--- config.mk ---
export PLATFORM = sky130hd
export DESIGN_NAME = sap1_control_sequencer
export DESIGN_NICKNAME = d
export VERILOG_FILES = /design/src/rtl/sap1_control_sequencer.sv
export SDC_FILE = /design/constraint.sdc
export NUM_CORES = 1
export LEC_CHECK = 0
export ABC_AREA = 1
export BUFFER_PORTS_ARGS = -buffer_cell sky130_fd_sc_hd__buf_4
export CORE_AREA = 2 2 39 41
export CTS_CLUSTER_DIAMETER = 40
export DETAILED_ROUTE_END_ITERATION = 8
export DIE_AREA = 0 0 41 43
export GPL_ROUTABILITY_DRIVEN = 0
export GPL_TIMING_DRIVEN = 0
export PLACE_DENSITY = 0.68
export SLEW_MARGIN = 30
export SYNTH_ARGS = -nofsm -noshare
export SYNTH_HDL_FRONTEND = slang
export SYNTH_SLANG_ARGS = --single-unit
--- constraint.sdc ---
create_clock -name clk -period 1.85 [get_ports clk]
set_clock_uncertainty 0.1 [all_clocks]
set_input_delay 0.2775 -clock clk [delete_from_list [all_inputs] [get_ports clk]]
set_output_delay 0.2775 -clock clk [all_outputs]
set_load 0.005 [all_outputs]
--- src/rtl/sap1_control_sequencer.sv ---
`default_nettype none
// ============================================================================
//  Module   : sap1_control_sequencer
//  Purpose  : Control sequencer for the SAP-1 CPU. A six-state one-hot ring
//             counter (T1..T6) is decoded together with the IR opcode into
//             the per-cycle bus control word. HLT freezes the ring until reset.
//  Ports    : clk        - system clock, rising edge
//             rst        - synchronous reset, active low
//             opcode     - IR upper nibble, stable from T4 through T6
//             t_state    - one-hot ring state (bit0 = T1 ... bit5 = T6)
//             pc_inc, pc_en, mar_load, ram_en, ir_load, ir_en, a_load, a_en,
//             b_load, alu_en, alu_sub, out_load - control word
//             instr_done - one-cycle pulse in T6 of each completed instruction
//             halt       - sticky halt flag
//  Revision : 1.0 - initial release
// ============================================================================
module sap1_control_sequencer #(
   parameter logic [3:0] OP_LDA = 4'h0,
   parameter logic [3:0] OP_ADD = 4'h1,
   parameter logic [3:0] OP_SUB = 4'h2,
   parameter logic [3:0] OP_OUT = 4'hE,
   parameter logic [3:0] OP_HLT = 4'hF
) (
   input  logic       clk,
   input  logic       rst,
   input  logic [3:0] opcode,
   output logic [5:0] t_state,
   output logic       pc_inc,
   output logic       pc_en,
   output logic       mar_load,
   output logic       ram_en,
   output logic       ir_load,
   output logic       ir_en,
   output logic       a_load,
   output logic       a_en,
   output logic       b_load,
   output logic       alu_en,
   output logic       alu_sub,
   output logic       out_load,
   output logic       instr_done,
   output logic       halt
);

   typedef enum logic [5:0] {
      T1 = 6'b000001,
      T2 = 6'b000010,
      T3 = 6'b000100,
      T4 = 6'b001000,
      T5 = 6'b010000,
      T6 = 6'b100000
   } t_state_e;

   t_state_e t_state_q, t_state_d;
   logic     halt_q, halt_d;

   // State register
   always_ff @(posedge clk) begin
      if (!rst) begin
         t_state_q <= T1;
         halt_q    <= 1'b0;
      end else begin
         t_state_q <= t_state_d;
         halt_q    <= halt_d;
      end
   end

   // Next state and control-word decode
   always_comb begin
      t_state_d  = t_state_q;
      halt_d     = halt_q;
      pc_inc     = 1'b0;
      pc_en      = 1'b0;
      mar_load   = 1'b0;
      ram_en     = 1'b0;
      ir_load    = 1'b0;
      ir_en      = 1'b0;
      a_load     = 1'b0;
      a_en       = 1'b0;
      b_load     = 1'b0;
      alu_en     = 1'b0;
      alu_sub    = 1'b0;
      out_load   = 1'b0;
      instr_done = 1'b0;

      if (!halt_q) begin
         case (t_state_q)
            T1:      t_state_d = T2;
            T2:      t_state_d = T3;
            T3:      t_state_d = T4;
            T4:      t_state_d = T5;
            T5:      t_state_d = T6;
            T6:      t_state_d = T1;
            // A corrupted (non-one-hot) ring restarts at the fetch cycle.
            default: t_state_d = T1;
         endcase

         // The ring still advances into T5 on the HLT edge and then freezes.
         if (t_state_q == T4 && opcode == OP_HLT) begin
            halt_d = 1'b1;
         end

         // Reset forces the whole control word quiet regardless of state.
         if (rst) begin
            case (t_state_q)
               T1: begin
                  pc_en    = 1'b1;
                  mar_load = 1'b1;
               end
               T2: begin
                  pc_inc = 1'b1;
               end
               T3: begin
                  ram_en  = 1'b1;
                  ir_load = 1'b1;
               end
               T4: begin
                  case (opcode)
                     OP_LDA, OP_ADD, OP_SUB: begin
                        ir_en    = 1'b1;
                        mar_load = 1'b1;
                     end
                     OP_OUT: begin
                        a_en     = 1'b1;
                        out_load = 1'b1;
                     end
                     default: ;
                  endcase
               end
               T5: begin
                  case (opcode)
                     OP_LDA: begin
                        ram_en = 1'b1;
                        a_load = 1'b1;
                     end
                     OP_ADD, OP_SUB: begin
                        ram_en = 1'b1;
                        b_load = 1'b1;
                     end
                     default: ;
                  endcase
               end
               T6: begin
                  instr_done = 1'b1;
                  case (opcode)
                     OP_ADD, OP_SUB: begin
                        alu_en  = 1'b1;
                        a_load  = 1'b1;
                        alu_sub = (opcode == OP_SUB);
                     end
                     default: ;
                  endcase
               end
               default: ;
            endcase
         end
      end
   end

   assign t_state = t_state_q;
   assign halt    = halt_q;

endmodule
`default_nettype wire
**After elaboration in Yosys (flattened, before gate mapping)**

Index checks and enable logic that the tools add are counted.

- Flip-flop bits (word level): 7
- Input bits: 6
- Output and inout bits: 20
- Word-level logic and storage cells: 60

- Eq/ne operators: 10
- Mux-type cells: 44
- Reductions and logical operators: 4

Operators by type and width:

| kind | number |
|---|---|
| $mux 1 | 40 |
| $pmux 6 s5 | 1 |
| $eq 4x4->1 const B | 2 |
| $eq 6x1->1 const B | 1 |
| $eq 6x2->1 const B | 1 |
| $eq 6x3->1 const B | 1 |
| $eq 6x4->1 const B | 1 |
| $eq 6x5->1 const B | 1 |
| $eq 6x6->1 const B | 1 |
| $pmux 1 s2 | 3 |
| $eq 4x1->1 const B | 1 |
| $eq 4x2->1 const B | 1 |
| $logic_not 4->1 | 1 |
| $reduce_or 3->1 | 1 |
| $reduce_or 2->1 | 1 |
| $logic_and 1x1->1 | 1 |

**Depth between registers and ports, before layout**

- Word-level depth: 6
- Mapped depth: 7
- Depth with buffers taken out: 7

**Worst setup path before layout**

Ideal clock, no wire load.

- Path type: register -> output
- From: reg halt_q, in the netlist halt
- To: out out_load
- Arrival: 1209 ps
- Required time: 1472 ps
- Path slack: 264 ps
- Stages on the path, launching flop included: 6
- Buffers on the path: 2
- Cell sequence: dfxtp_1 > inv_2 > nand2_2 > buf_6 > nor4_1 > buf_4

- Word-level cells in the longest chain between the ends: 1

RTL lines:

| item | line | source |
|---|---|---|
| start, declared | 54 | `logic halt_q, halt_d;` |
| start signal, assigned | 63 | `halt_q <= halt_d;` |
| $mux 1 | - |  |
| end, declared | 39 | `output logic out_load,` |

Every way passes these cells.

**Final worst setup path**

- From: reg t_state_q[1], in the netlist t_state[1]
- To: out out_load

- Word-level cells in the longest chain between the ends: 4

RTL lines:

| item | line | source |
|---|---|---|
| start, declared | 53 | `t_state_e t_state_q, t_state_d;` |
| start signal, assigned | 62 | `t_state_q <= t_state_d;` |
| $eq 6x4->1 | 104 | `case (t_state_q)` |
| $mux 1 | 104 |  |
| $mux 1 | 103 | `if (rst) begin` |
| $mux 1 | 85 | `if (!halt_q) begin` |

Every way passes these cells.

==> metrics <==
post-synthesis instance total=77; overall die width=between 40 and 50 um; number of distinct library cells after synthesis=20; top sig layer=met3; leading cell types by total area after synthesis=sky130_fd_sc_hd__dfxtp_1, sky130_fd_sc_hd__nor2_1, sky130_fd_sc_hd__nand3_1; buffering stage count on the worst path with inverters included=2; min cycle time layout=between 1.5 and 2 ns; startpoint of the worst-slack reg-to-reg timing path=t_state[1]; critical path endpoint category=output pin; fraction of final layout cells sized beyond drive strength 1=0.5043; DIE HEIGHT=roughly 43 um; Least-Margin Pin Slew=between 0.3 and 0.4 ns; placement-stage worst setup slack=approximately 0.16 ns; met3 routed wirelength=about 94 um; count of input and output buffers=25; startpoint types=flop; total number of vias=~650; setup slack of the critical path after layout=between 0.01 and 0.015 ns; largest net degree at the start of global routing=11; clock slew at the register clock pins of the worst setup and hold paths=0.06 ns; starting density of the core=0.3571; 1st-pass router iterations=4; number of sinks handled by clock tree synthesis=7; Antenna Violating Nets Remaining=0; root cell of the clock tree=sky130_fd_sc_hd__clkbuf_4; final global-route overflow total=0; Hold Path Cell Cnt=3; most area-hungry cell type in the Yosys netlist=sky130_fd_sc_hd__dfxtp_1; Max Freq=~540 MHz; initial antenna violation count=0; Bufs on Longest Clock Path=2; WS Path Type=flop to output pin; Ys Warns=0; DRT Wirelength=~1600 um; count of final setup violators=0; startpoint of the most critical hold path=rst; Required @ worst endpoint=1.47 ns; Final Hold Violating Endpoints=0; largest fanout on the critical path=5; setup slack of the most critical reg-to-reg path=roughly 0.58 ns; number of DRC markers in iteration 0=9; number of global-route vias before repair=~470; Boundary Pins=26; core box area=about 0.0014 mm2; cell leakage power=roughly 0.45 nW; Mapped Area=slightly below 500 um2; CTS buffer count=3; mean post-synth cell area=~6.4 um2; Max Transition Viols Final=0; setup repair after global routing missed its margin=yes; post-route worst hold slack=roughly 0.23 ns; Rel. slew slack=0.7922; first-pass GRT wire length=around 1900 um; via density per instance=~5.0; cells along the critical path=nor2_4 > nand3_2 > nor4_4 > buf_4 > buf_4; Seq/Total Area, Yosys=0.2835; maximum level of the CTS H-tree=1; portion of the clock cycle consumed by the worst path in the final layout=0.9928; number of nets produced by synthesis=83; share of Yosys cell area claimed by the top area cell type=0.2835; critical path data arrival time=around 1.5 ns; Min-Delay Endpoint=t_state[3]; RR Endpoint=t_state[0]; run status=complete, no violations; WL per Instance=roughly 12 um; total track usage=0.1598; Crit path largest cell delay=~0.35 ns; most repeated library cell on the critical path=sky130_fd_sc_hd__buf_4; final net count=about 120; power density over cell area=roughly 500 mW/mm2; clock tree from TritonCTS=built; Worst path slowest cell=sky130_fd_sc_hd__dfxtp_2; number of core rows=14; Area growth, synth to finish=77.97%; dpl hpwl=around 1000 um; clock insertion delay at the later pin of the skew report=between 0.2 and 0.3 ns; count of antenna diodes in the layout=0; Worst Reg2Reg Path Length in Cells=7; count of filler cells inserted in the layout=124; delay-heaviest family, CP=simple AND/OR/NAND/NOR gates; kind of path behind the tightest hold check=primary input to flop; max-cap check violation count=0; wire length on met1=a little over 600 um; met2 routed wirelength=between 900 and 1000 um; die footprint=between 0.0015 and 0.002 mm2; DRC viols=0; VDD IR max=about 0.45 mV; FF+latch count, synth=7
[placed cells by master (no fill, tap or decap), types with 2 or more instances in the layout]
cell type / count
sky130_fd_sc_hd__dfxtp_4: 2
sky130_fd_sc_hd__nor3_4: 2
sky130_fd_sc_hd__nor2_2: 2
sky130_fd_sc_hd__dfxtp_2: 2
sky130_fd_sc_hd__nor2_4: 3
sky130_fd_sc_hd__nand3_1: 9
sky130_fd_sc_hd__nand2_1: 13
sky130_fd_sc_hd__clkbuf_4: 3
sky130_fd_sc_hd__buf_4: 34
sky130_fd_sc_hd__a21oi_1: 3
sky130_fd_sc_hd__nor2_1: 13
sky130_fd_sc_hd__o21ai_0: 3
sky130_fd_sc_hd__inv_1: 9
sky130_fd_sc_hd__dfxtp_1: 3
[how the worst max path moves through the flow]
| stage | startpoint | end | slack [ns] | depth (start not counted) |
|---|---|---|---|---|
| floorplan | halt | out_load | 0.26 | 5 |
| global placement | halt | out_load | 0.15 | 6 |
| detailed placement | halt | out_load | 0.16 | 6 |
| CTS | t_state[0] | out_load | 0.002 | 5 |
| global route | halt | b_load | -0.06 | 7 |
| finish | t_state[1] | out_load | 0.01 | 5 |
[final cells by class]
class / instances / area, um2 / area share
multi-input combinational: 58 / 361.6 / 0.4111
clock buffer: 4 / 26.28 / 0.02987
sequential: 7 / 150.1 / 0.1707
buffer: 2 / 22.52 / 0.02560
timing repair buffer: 34 / 259.0 / 0.2945
tap: 16 / 20.02 / 0.02276
inverter: 10 / 40.04 / 0.04552
[through the flow]
step / power [W] / area [um2] / TNS, ns / std cells / utilization
after detailed placement: 0.0002819 / 701.9 / 0 / 118 / 0.5072
after global routing: 0.0004680 / 879.6 / -0.2434 / 131 / 0.6356
final: 0.0004432 / 879.6 / 0 / 131 / 0.6356
after CTS: 0.0004271 / 747.0 / 0 / 122 / 0.5398
after floorplan: 0.0002319 / 494.2 / 0 / 77 / -
after global placement: 0.0002810 / 701.9 / 0 / 118 / 0.5072
[Yosys cell counts (all sizes together)]
library cell and count:
nand3b 2, dfxtp 7, a21boi 1, nor2 18, o21ai 5, inv 10, a21oi 3, o22ai 1
buf 2, nor3 2, nand3 10, nor4 1, nand2 15
[worst register-to-register path, delay by kind of cell (launching register included)]
| kind | cells | cell delay, ns |
|---|---|---|
| flops | 1 | 0.35 |
| buf+inv | 1 | 0.16 |
| simple gates | 6 | 0.54 |
[flip-flops by register name, summed over array words and instances (netlist names)]
name,cells
t_state,6
halt,1
[where the power goes]
part,internal [W],leakage [nW],switching [W]
sequential,0.000158,0.0594,0.0000149
combinational,0.0000577,0.375,0.0000684
clock,0.0000827,0.0150,0.0000616
[metal layers]
| layer | vias to the layer above | track usage |
|---|---|---|
| met1 | 303 | 0.2065 |
| met4 | 0 | 0.04000 |
| met3 | 0 | 0.07853 |
| met2 | 20 | 0.2313 |
| li1 | 326 | - |
| met5 | - | 0 |
[kinds of logic after synthesis]
| family | after synthesis | share of synthesized area |
|---|---|---|
| buffers and inverters | 12 | 0.1139 |
| AOI/OAI and AO/OA | 10 | 0.1215 |
| DFF | 7 | 0.2835 |
| and+or+nand+nor | 48 | 0.4810 |
[what timing repair did]
item	4_1_cts	5_1_grt
hold buffers	0	0
endpoints found under the setup margin	4	8
buffers inserted	0	9
pin swaps	0	7
gates resized for setup	4	17
Power figures use the tool's default switching activity.
